## config.mk

```make
export PLATFORM = sky130hd
export DESIGN_NAME = mul_div_unit
export DESIGN_NICKNAME = d
export VERILOG_FILES = /design/src/rtl/mul_div_unit_pkg.sv /design/src/rtl/mdu_step.sv /design/src/rtl/mul_div_unit.sv
export SDC_FILE = /design/constraint.sdc
export NUM_CORES = 1
export LEC_CHECK = 0
export BUFFER_PORTS_ARGS = -buffer_cell sky130_fd_sc_hd__buf_2
export CORE_ASPECT_RATIO = 0.8
export CORE_UTILIZATION = 55
export DETAILED_ROUTE_END_ITERATION = 10
export GPL_ROUTABILITY_DRIVEN = 0
export PLACE_DENSITY = 0.75
export SLEW_MARGIN = 5
export SYNTH_ARGS = -nofsm -noshare
export SYNTH_HDL_FRONTEND = slang
export SYNTH_SLANG_ARGS = --single-unit
```

## constraint.sdc

```tcl
create_clock -name clk -period 5 [get_ports clk]
set_input_delay 0.25 -clock clk [delete_from_list [all_inputs] [get_ports clk]]
set_output_delay 0.25 -clock clk [all_outputs]
set_load 0.01 [all_outputs]
```

## src/rtl/mul_div_unit_pkg.sv

```systemverilog
// rtl/mul_div_unit_pkg.sv - op and state encodings shared by the multiply/divide unit
package mul_div_unit_pkg;

    // The control decoder drives these same op codes.
    localparam logic [1:0] MDU_MUL   = 2'b00;
    localparam logic [1:0] MDU_MULHU = 2'b01;
    localparam logic [1:0] MDU_DIVU  = 2'b10;
    localparam logic [1:0] MDU_REMU  = 2'b11;

    typedef enum logic [1:0] {
        S_IDLE = 2'b00,
        S_RUN  = 2'b01,
        S_DONE = 2'b10
    } state_t;

    // Multiply ops leave the answer in the low half of the accumulator for MUL and
    // in the high half for MULHU. Divide ops leave the quotient low and the remainder high.
    function automatic logic select_high(input logic [1:0] op);
        return op[0];
    endfunction

endpackage

```

## src/rtl/mdu_step.sv

```systemverilog
// rtl/mdu_step.sv - one combinational shift-add or restoring-division iteration
module mdu_step #(
    parameter int WIDTH = 32
) (
    input  logic [2*WIDTH-1:0] acc,
    input  logic [WIDTH-1:0]   operand,
    input  logic               is_div,
    output logic [2*WIDTH-1:0] acc_next
);

    logic [WIDTH:0]   sum;
    logic [WIDTH:0]   rem_shift;
    logic [WIDTH-1:0] diff;
    logic             fits;

    always_comb begin
        sum       = {1'b0, acc[2*WIDTH-1:WIDTH]} + {1'b0, operand};
        rem_shift = {acc[2*WIDTH-1:WIDTH], acc[WIDTH-1]};
        fits      = rem_shift >= {1'b0, operand};
        // A successful trial leaves a value below the divisor, so WIDTH bits suffice.
        diff      = rem_shift[WIDTH-1:0] - operand;
        acc_next  = acc;
        if (is_div) begin
            if (fits) begin
                acc_next = {diff, acc[WIDTH-2:0], 1'b1};
            end else begin
                acc_next = {rem_shift[WIDTH-1:0], acc[WIDTH-2:0], 1'b0};
            end
        end else if (acc[0]) begin
            acc_next = {sum, acc[WIDTH-1:1]};
        end else begin
            acc_next = {1'b0, acc[2*WIDTH-1:1]};
        end
    end

endmodule

```

## src/rtl/mul_div_unit.sv

```systemverilog
// rtl/mul_div_unit.sv - iterative unsigned MUL/MULHU/DIVU/REMU unit, one bit per cycle
module mul_div_unit
    import mul_div_unit_pkg::*;
#(
    parameter int WIDTH = 32
) (
    input  logic             clk,
    input  logic             rst,
    input  logic             start,
    input  logic [1:0]       op,
    input  logic [WIDTH-1:0] a,
    input  logic [WIDTH-1:0] b,
    output logic             busy,
    output logic             done,
    output logic [WIDTH-1:0] result
);

    localparam int CW = $clog2(WIDTH);

    state_t             state;
    state_t             state_next;
    logic [CW-1:0]      cnt;
    logic [2*WIDTH-1:0] acc;
    logic [2*WIDTH-1:0] acc_step;
    logic [WIDTH-1:0]   operand;
    logic [1:0]         op_q;
    logic               div_by_zero;
    logic               last;

    assign div_by_zero = op[1] && (b == '0);
    assign last        = (cnt == CW'(WIDTH - 1));
    assign busy        = (state != S_IDLE);
    assign done        = (state == S_DONE);

    mdu_step #(.WIDTH(WIDTH)) u_step (
        .acc      (acc),
        .operand  (operand),
        .is_div   (op_q[1]),
        .acc_next (acc_step)
    );

    always_ff @(posedge clk or posedge rst) begin
        if (rst) begin
            state <= S_IDLE;
        end else begin
            state <= state_next;
        end
    end

    always_comb begin
        state_next = state;
        case (state)
            S_IDLE: if (start) state_next = div_by_zero ? S_DONE : S_RUN;
            S_RUN:  if (last)  state_next = S_DONE;
            default:           state_next = S_IDLE;
        endcase
    end

    always_ff @(posedge clk or posedge rst) begin
        if (rst) begin
            cnt     <= '0;
            acc     <= '0;
            operand <= '0;
            op_q    <= '0;
            result  <= '0;
        end else begin
            case (state)
                S_IDLE: begin
                    if (start) begin
                        op_q    <= op;
                        cnt     <= '0;
                        // Divide keeps the divisor and shifts the dividend; multiply the reverse.
                        operand <= op[1] ? b : a;
                        acc     <= {{WIDTH{1'b0}}, (op[1] ? a : b)};
                        if (div_by_zero) begin
                            result <= op[0] ? a : '1;
                        end
                    end
                end
                S_RUN: begin
                    acc <= acc_step;
                    cnt <= cnt + CW'(1);
                    if (last) begin
                        result <= select_high(op_q) ? acc_step[2*WIDTH-1:WIDTH]
                                                    : acc_step[WIDTH-1:0];
                    end
                end
                default: ;
            endcase
        end
    end

endmodule

```

==> impl_metrics.py, run 1 <==
metrics = {
    "outcome": {
        "status": "finished clean",
    },
    "drt": {
        "firstDrtPassIters": 8,
        "first_iter_violations": 1692,
        "viasPerCell": 6.79,
        "wl_per_cell_um": 22.8,
        "totalWireLength_um": 39900,
        "ant_nets": 0,
        "vias": 11900,
        "route.detailed.drc": 0,
    },
    "setup_path": {
        "startpoint_type": "flop",
        "r2r_start": "acc[31]",
        "crit_path_start": "acc[31]",
        "path_max_fanout": 4,
        "cp.arrival_ns": 4.51,
        "endpoint": "result[28]",
        "cp-end-kind": "flop",
        "crit_required_ns": 5.35,
        "worstSetupPathType": "reg2reg",
        "rrSetupSlack_ns": 0.84,
        "r2r_end": "result[28]",
        "ff2ff_path_depth": 13,
    },
    "cts": {
        "post_cts_buffers": 0,
        "htree_levels": 4,
        "clock_latency_ns": 0.44,
        "clockRootBuffer": "clkbuf_16",
        "cts_buffer_depth": 2,
        "clock-sinks": 137,
        "clk_pin_slew_ns": 0.07,
        "post_cts_resized": 0,
        "cts_buffers": 17,
        "holdBufCountCts": 0,
        "cts_tree": "done",
    },
    "grt": {
        "grt_max_degree": 104,
        "track_usage_pct": 38.0,
        "use_met1_pct": 58.0,
        "overflow": 0,
        "grt-busiest-layer": "met1",
        "antenna_found_initial": 1,
        "grt_pass1_vias": 11000,
        "met3_usage_pct": 13.1,
        "use_met2_pct": 50.4,
        "grt_pass1_wl_um": 63200,
    },
    "yosys": {
        "synth_area_um2": 11600,
        "synth-edff-count": 0,
        "synthArstFlopShare_pct": 100,
        "ys.flop_type": "dfrtp_1",
        "yosys_warnings": 0,
        "syn_area_per_cell_um2": 8.14,
        "ys_types": 75,
        "ys_ff_latch": 137,
        "synthesis.nets": 1563,
        "synth_cells": 1426,
        "synth.yosys.seq_area_share_pct": 29.5,
    },
    "timing": {
        "maxSlewViolCount": 0,
        "finalCriticalPeriod_ns": 4.16,
        "rsz0062_at_grt": "no",
        "final-hold-violation-count": 0,
        "skew_ns": 0.0112,
        "max_freq_ghz": 0.240,
        "finalSetupViolCount": 0,
        "finalCritPeriodShare_pct": 83.2,
        "fin_ws_ns": 0.841,
        "worst_pin_slew_ns": 1.12,
        "slew_headroom_pct": 25.1,
        "finalSetupTns_ns": 0,
    },
    "die": {
        "die_area_um2": 21700,
        "design.core.area_um2": 20700,
        "fp.dieW_um": 164,
        "rows": 47,
        "start_util_pct": 56.1,
        "dieHeight_um": 132,
        "ioPinCount": 103,
    },
    "final_layout": {
        "post_route_cells_drive_above_1_share_pct": 12.6,
        "fillCellCount": 1818,
        "antenna_cells": 0,
        "post-route-util_pct": 61.9,
        "nNetsFinal": 1607,
        "areaGrowthSynthToFinish_pct": 10.4,
    },
    "hold_path": {
        "hp-class": "in2async",
    },
    "placement": {
        "numPortBuffers": 102,
        "place_ws_ns": 1.05,
        "dp_hpwl_um": 28800,
    },
    "job": {
        "maxCapViolations": 0,
    },
}
## how the worst min path moves through the flow
stage | end | slack [ns] | depth (start not counted)
2_1_floorplan | operand[10] | 0.45 | 2
3_3_place_gp | result[27] | 0.47 | 2
3_5_place_dp | result[21] | 0.47 | 2
4_1_cts | acc[8] | 0.07 | 2
5_1_grt | acc[8] | 0.12 | 2
6_report | acc[8] | 0.02 | 2
## worst max-delay path, cell delays in order (launching register included)
cell and delay (ns):
dfrtp_1 0.47, inv_1 0.10, ha_1 0.19, inv_1 0.07, fa_1 0.42, a211oi_1 0.28
o21ai_0 0.26, a2111o_1 0.47, a31oi_1 0.30, o21ai_0 0.22, nor3b_1 0.20, o311ai_1 0.53
o211ai_1 0.33, o221ai_2 0.23
## layer usage
layer	share of wire, %	routed length (um)	vias to the layer above
met5	0.033	13	-
met4	2.2	888	2
met3	15	5830	88
met2	40	15900	807
met1	43	17400	5617
li1	-	-	5374
## cell usage after synthesis, drive strengths merged, types with 15 or more instances
cell / instances / share of area, %
nand2: 192 / 6.2
o21ai: 151 / 6.5
dfrtp: 137 / 30
mux2i: 97 / 8.4
a21oi: 91 / 3.9
nor2: 76 / 2.5
ha: 66 / 7.1
clkbuf: 63 / 2.0
a21o: 53 / 3.4
inv: 49 / 1.6
nand3: 48 / 2.1
o221ai: 36 / 2.8
buf: 28 / 1.5
o211ai: 28 / 1.8
xnor2: 21 / 1.6
a31oi: 20 / 1.1
a211oi: 18 / 1.2
nor3: 18 / 0.78
xor2: 18 / 1.4
nor2b: 17 / 0.92
mux2: 15 / 1.5
## metrics by stage
stage	hold WS, ns	area [um2]	instances
floorplan	0.446	11600	1426
global placement	0.471	12200	1720
detailed placement	0.473	12200	1720
CTS	0.0702	12800	1751
global route	0.124	12800	1751
finish	0.0170	12800	1751
## placed cells by master, fill, tap and decap left out, types with 5 or more instances in the layout
| cell | n |
|---|---|
| nand2_1 | 190 |
| o21ai_0 | 148 |
| dfrtp_1 | 136 |
| buf_2 | 101 |
| mux2i_1 | 97 |
| a21oi_1 | 91 |
| nor2_1 | 76 |
| ha_1 | 66 |
| a21o_1 | 52 |
| inv_1 | 48 |
| nand3_1 | 47 |
| o221ai_1 | 34 |
| o211ai_1 | 28 |
| xnor2_1 | 21 |
| a31oi_1 | 20 |
| a211oi_1 | 18 |
| nor3_1 | 18 |
| xor2_1 | 18 |
| clkbuf_16 | 17 |
| buf_4 | 17 |
| nor2b_1 | 16 |
| mux2_2 | 15 |
| nand4_1 | 14 |
| nor4_1 | 14 |
| o21a_1 | 14 |
| and3_1 | 14 |
| a21boi_0 | 12 |
| o31ai_1 | 10 |
| o21bai_1 | 9 |
| a221o_1 | 7 |
| or3_1 | 6 |
| a311oi_1 | 5 |
| nand2b_1 | 5 |
| o31a_1 | 5 |
| and2_1 | 5 |
| a31o_2 | 5 |
| o2bb2ai_1 | 5 |
## flip-flops by register name (all words and copies together) (netlist names)
| register | cells |
|---|---|
| result | 32 |
| cnt | 5 |
| op_q | 2 |
| acc | 64 |
| state | 2 |
| operand | 32 |
## layout make-up
cell class	instances	area (um2)	area share (%)
sequential	137	3430	26.8
inverter	49	189	1.47
multi-input combinational	1147	7590	59.3
tap	269	337	2.63
timing repair buffer	118	633	4.94
clock inverter	13	191	1.49
clock buffer	18	439	3.43
## kinds of logic (layout without fill, tap and decap cells)
logic type | Yosys count | in the layout | synth area share, %
buf+inv | 142 | 198 | 5.30
xor+xnor | 39 | 39 | 2.94
mux | 112 | 112 | 9.82
flops | 137 | 137 | 29.5
simple gates | 431 | 431 | 17.0
fa+ha+maj | 68 | 68 | 7.46
compound gates | 497 | 497 | 27.9
Power of run 1 is left out: the tool's default activity adds up to more than one toggle a clock period on the data nets, which glitch-free logic cannot reach.
==> run 2, diff against run 1 <==
- clock period: 5 -> 4.35 ns (I/O delays scaled with it)
==> run 2 against run 1 <==
Effect of this change:
- the flow now finishes with violations (negative hold slack)
- highest routed layer is now met4
- global-route usage decreased by 1.7 points
- sequential cell count unchanged
- clock skew increased by 0.0051 ns
- critical path depth decreased by 2
- cell area increased by 0.17%
- utilization increased by 0.10 points
- critical endpoint is now result[24]
- worst hold slack got worse by 0.086 ns
- wire length decreased by 3.9%
- first-iteration DRC count decreased by 9.5%
- via count decreased by 0.19%
==> impl_metrics.py, run 2 (synthesis results as in run 1) <==
metrics = {
    "setup_path": {
        "cp.arrival_ns": 4.29,
        "worst-path-stages": 11,
        "critical-path-slowest-cell": "a211oi_1",
        "worstSetupPathType": "reg2reg",
        "crit_required_ns": 4.69,
        "ff2ff_path_depth": 11,
        "max_stage_delay_ns": 0.59,
        "startpoint_type": "flop",
        "path_max_fanout": 13,
        "path_buf_inv": 1,
        "cp-end-kind": "flop",
        "critical_path.top_delay_family": "compound AO/OA/AOI/OAI gates",
        "rrSetupSlack_ns": 0.40,
        "cpMostUsedCell": "o211ai_1",
        "crit_chain": "ha_1 > nand3_1 > o21bai_1 > a211oi_1 > o311ai_1 > and3_1 > buf_4 > a311o_1 > o211ai_1 > o211ai_1 > o221ai_2",
    },
    "outcome": {
        "status": "finished, violations left",
        "violations": "negative hold slack",
    },
    "die": {
        "ioPinCount": 103,
        "start_util_pct": 56.1,
        "die_area_um2": 21700,
        "design.core.area_um2": 20700,
        "fp.dieW_um": 164,
        "rows": 47,
        "dieHeight_um": 132,
    },
    "timing": {
        "max_freq_ghz": 0.253,
        "fin_hold_ws_ns": -0.0687,
        "maxSlewViolCount": 0,
        "finalCriticalPeriod_ns": 3.95,
        "finalSetupViolCount": 0,
        "skew_ns": 0.0163,
        "slew_headroom_pct": 27.0,
        "final-hold-violation-count": 20,
        "finalSetupTns_ns": 0,
        "worst_pin_slew_ns": 1.09,
        "finalCritPeriodShare_pct": 90.7,
        "rsz0062_at_grt": "no",
    },
    "drt": {
        "totalWireLength_um": 38400,
        "firstDrtPassIters": 6,
        "viasPerCell": 6.75,
        "wl_per_cell_um": 21.9,
        "ant_nets": 0,
        "vias": 11900,
        "first_iter_violations": 1531,
        "route.detailed.drc": 0,
    },
    "cts": {
        "post_cts_buffers": 0,
        "cts_buffer_depth": 2,
        "clockRootBuffer": "clkbuf_16",
        "cts_buffers": 17,
        "clock_latency_ns": 0.43,
        "htree_levels": 4,
        "holdBufCountCts": 0,
        "post_cts_resized": 0,
        "clock-sinks": 137,
        "cts_tree": "done",
        "clk_pin_slew_ns": 0.07,
    },
    "job": {
        "maxCapViolations": 0,
    },
    "final_layout": {
        "antenna_cells": 0,
        "final_common_cell": "nand2_1",
        "regMostFlops": "acc",
        "largest_register_ffs": 64,
        "areaGrowthSynthToFinish_pct": 10.5,
        "nNetsFinal": 1612,
        "layout_common_cells": "190 x nand2_1, 148 x o21ai_0, 136 x dfrtp_1",
        "post_route_cells_drive_above_1_share_pct": 12.9,
        "top_regs": "acc: 64 flops, operand: 32 flops, result: 32 flops",
    },
    "grt": {
        "antenna_found_initial": 0,
        "track_usage_pct": 36.3,
        "grt_pass1_wl_um": 60700,
        "grt_pass1_vias": 10700,
        "grt_max_degree": 99,
        "overflow": 0,
    },
    "hold_path": {
        "hp-class": "in2async",
    },
    "placement": {
        "numPortBuffers": 102,
        "dp_hpwl_um": 28200,
    },
}
-- run 2: area by class of cell --
class	instances	area [um2]
clock buffers	18	439
clock inverters	14	163
fillers	1856	7870
inverters	49	189
multi-input cells	1147	7590
flip-flops and latches	137	3430
well taps	269	337
repair buffers	123	683
-- run 2: per-layer routing --
| metal | routed length, um | global-route usage (%) | up-vias |
|---|---|---|---|
| li1 | - | - | 5395 |
| met1 | 16800 | 56.3 | 5630 |
| met5 | 0 | 0 | - |
| met2 | 15700 | 49.2 | 768 |
| met3 | 5200 | 9.69 | 73 |
| met4 | 729 | 9.17 | 0 |
-- run 2: worst register-to-register path: cells and delay by family, from the launching register on --
family	cells	cell delay, ns
AO/OA/AOI/OAI	7	2.12
adder cells (fa/ha/maj)	1	0.39
buffers and inverters	1	0.27
flip-flops	1	0.43
AND/OR/NAND/NOR	2	0.65
-- run 2: worst paths after layout --
kind | startpoint | endpoint
setup / recovery | acc[34] | result[24]
hold / removal | rst | acc[4]
setup reg to reg | acc[34] | result[24]
hold reg to reg | result[27] | result[27]
max in group asynchronous | rst | result[18]
min in group clk | a[0] | operand[0]
-- run 2: per-stage QoR --
step                      worst slack, ns  area, um2  hold slack [ns]  utilization, %  instances
after global routing                0.204      12800           0.0449            62.0       1757
after global placement              0.586      12200            0.472            59.1       1725
after detailed placement            0.463      12200            0.477            59.1       1725
final                               0.404      12800          -0.0687            62.0       1757
after floorplan                     0.465      11600            0.414               -       1426
after CTS                           0.441      12800           0.0243            62.0       1757
Power of run 2 is left out for the same reason.
==> run 3, diff against run 2 <==
- CORE_UTILIZATION: 55 -> 57
- PLACE_DENSITY: 0.75 -> 0.77
==> run 3 against run 2 <==
Effect of this change:
- the run now ends clean
- cell count grew 0.17%
- clock skew grew 0.0056 ns
- die area shrank 3.5%
- sequential share of layout area is essentially flat
- non-clock buffer count grew 7
- largest cell class unchanged
- fmax grew 3.8%
- setup slack gained 0.15 ns
- first-iteration DRC count grew 5.4%
==> impl_metrics.py, run 3 (synthesis results as in run 1) <==
metrics = {
    "final_layout": {
        "post_route_cells_drive_above_1_share_pct": 13.2,
        "largest_register_ffs": 64,
        "areaGrowthSynthToFinish_pct": 10.7,
        "regMostFlops": "acc",
        "top_regs": "acc: 64 flops, operand: 32 flops, result: 32 flops",
        "nNetsFinal": 1619,
        "layout_common_cells": "190 x nand2_1, 148 x o21ai_0, 136 x dfrtp_1",
        "final_common_cell": "nand2_1",
    },
    "drt": {
        "wl_met2_um": 17300,
        "firstDrtPassIters": 9,
        "route.detailed.drc": 0,
        "first_iter_violations": 1613,
        "wl_per_cell_um": 23.5,
        "viasPerCell": 6.87,
        "totalWireLength_um": 41400,
        "routed.top_layer": "met4",
        "ant_nets": 0,
        "wl_met1_um": 17200,
        "vias": 12100,
        "met3_wirelength_um": 5540,
    },
    "cts": {
        "clk_pin_slew_ns": 0.07,
        "cts_buffer_depth": 2,
        "clock_latency_ns": 0.45,
        "clock-sinks": 137,
        "cts_buffers": 17,
        "cts_tree": "done",
        "post_cts_resized": 0,
        "clockRootBuffer": "clkbuf_16",
        "htree_levels": 4,
    },
    "die": {
        "start_util_pct": 58.3,
        "ioPinCount": 103,
        "rows": 46,
        "fp.dieW_um": 162,
        "design.core.area_um2": 19900,
        "die_area_um2": 20900,
        "dieHeight_um": 130,
    },
    "placement": {
        "dp_hpwl_um": 30300,
        "numPortBuffers": 102,
        "place_ws_ns": 0.693,
    },
    "outcome": {
        "status": "finished clean",
    },
    "timing": {
        "slew_headroom_pct": 24.3,
        "rsz0062_at_grt": "no",
        "finalCritPeriodShare_pct": 87.4,
        "maxSlewViolCount": 0,
        "max_freq_ghz": 0.263,
        "skew_ns": 0.0219,
        "fin_ws_ns": 0.550,
        "finalCriticalPeriod_ns": 3.80,
        "worst_pin_slew_ns": 1.13,
        "final-hold-violation-count": 0,
        "finalSetupTns_ns": 0,
        "finalSetupViolCount": 0,
    },
    "setup_path": {
        "startpoint_type": "flop",
        "crit_required_ns": 4.73,
        "path_max_fanout": 4,
        "worstSetupPathType": "reg2reg",
        "r2r_end": "result[30]",
        "endpoint": "result[30]",
        "crit_chain": "inv_1 > ha_1 > inv_1 > fa_1 > a211oi_1 > o21ai_0 > and3_1 > o21ai_0 > a211oi_1 > o221ai_1 > xor2_1 > o31ai_1 > a31o_2",
        "crit_path_start": "acc[31]",
        "cp-end-kind": "flop",
        "ff2ff_path_depth": 13,
        "r2r_start": "acc[31]",
        "rrSetupSlack_ns": 0.55,
        "cp.arrival_ns": 4.18,
        "critical-path-slowest-cell": "o31ai_1",
        "max_stage_delay_ns": 0.54,
    },
    "grt": {
        "grt_max_degree": 87,
        "overflow": 0,
        "antenna_found_initial": 1,
        "track_usage_pct": 39.8,
        "grt_pass1_vias": 10900,
        "grt_pass1_wl_um": 63400,
    },
    "job": {
        "maxCapViolations": 0,
    },
    "hold_path": {
        "min-delay-start": "a[4]",
        "hp-class": "in2reg",
    },
}
-- run 3: cell count changes in the layout (fill, tap and decap cells not counted), sizes merged --
cell,before,now
dlygate4sd3,0,1
buf,123,129
clkbuf,18,19
clkinv,6,3
clkinvlp,1,4
diode,0,1
bufinv,2,1
-- run 3: worst max-delay path: cells and delay by family, from the launching register on --
kind	cells	cell delay, ns
AO/OA/AOI/OAI	7	2.18
flip-flops	1	0.46
adder cells (fa/ha/maj)	2	0.44
AND/OR/NAND/NOR	1	0.33
XOR/XNOR	1	0.17
buffers and inverters	2	0.14
-- run 3: how the worst min path moves through the flow --
stage / to / slack (ns) / cells past startpoint
floorplan: operand[10] / 0.41 / 2
global placement: result[7] / 0.24 / 2
detailed placement: result[8] / 0.24 / 2
CTS: operand[4] / 0.13 / 3
global route: operand[4] / 0.13 / 3
finish: operand[4] / 0.13 / 3
-- run 3: layer usage --
| layer | GRT usage (%) | vias up |
|---|---|---|
| met4 | 14.4 | 0 |
| met1 | 54.8 | 5747 |
| met2 | 57.8 | 797 |
| met5 | 0 | - |
| met3 | 13.4 | 132 |
| li1 | - | 5414 |
-- run 3: cell type report --
class                      count  area, um2
antenna                        1       2.50
clock buffer                  19        443
clock inverter                13        135
fill                        1728       7060
inverter                      49        189
multi-input combinational   1147       7590
sequential                   137       3430
tap                          264        330
timing repair buffer         130        726
-- run 3: repair_timing --
item                      4_1_cts  5_1_grt
hold buffers                    1        0
hold endpoints to repair       36        0
buffers inserted                0        0
-- run 3: metrics by stage --
stage | cell area, um2 | utilization [%] | std cells | hold WS, ns
floorplan | 11600 | - | 1426 | 0.414
global placement | 12300 | 61.6 | 1726 | 0.237
finish | 12800 | 64.5 | 1760 | 0.128
CTS | 12800 | 64.5 | 1759 | 0.128
global route | 12800 | 64.5 | 1760 | 0.128
detailed placement | 12300 | 61.6 | 1726 | 0.243
Power of run 3 is left out for the same reason.
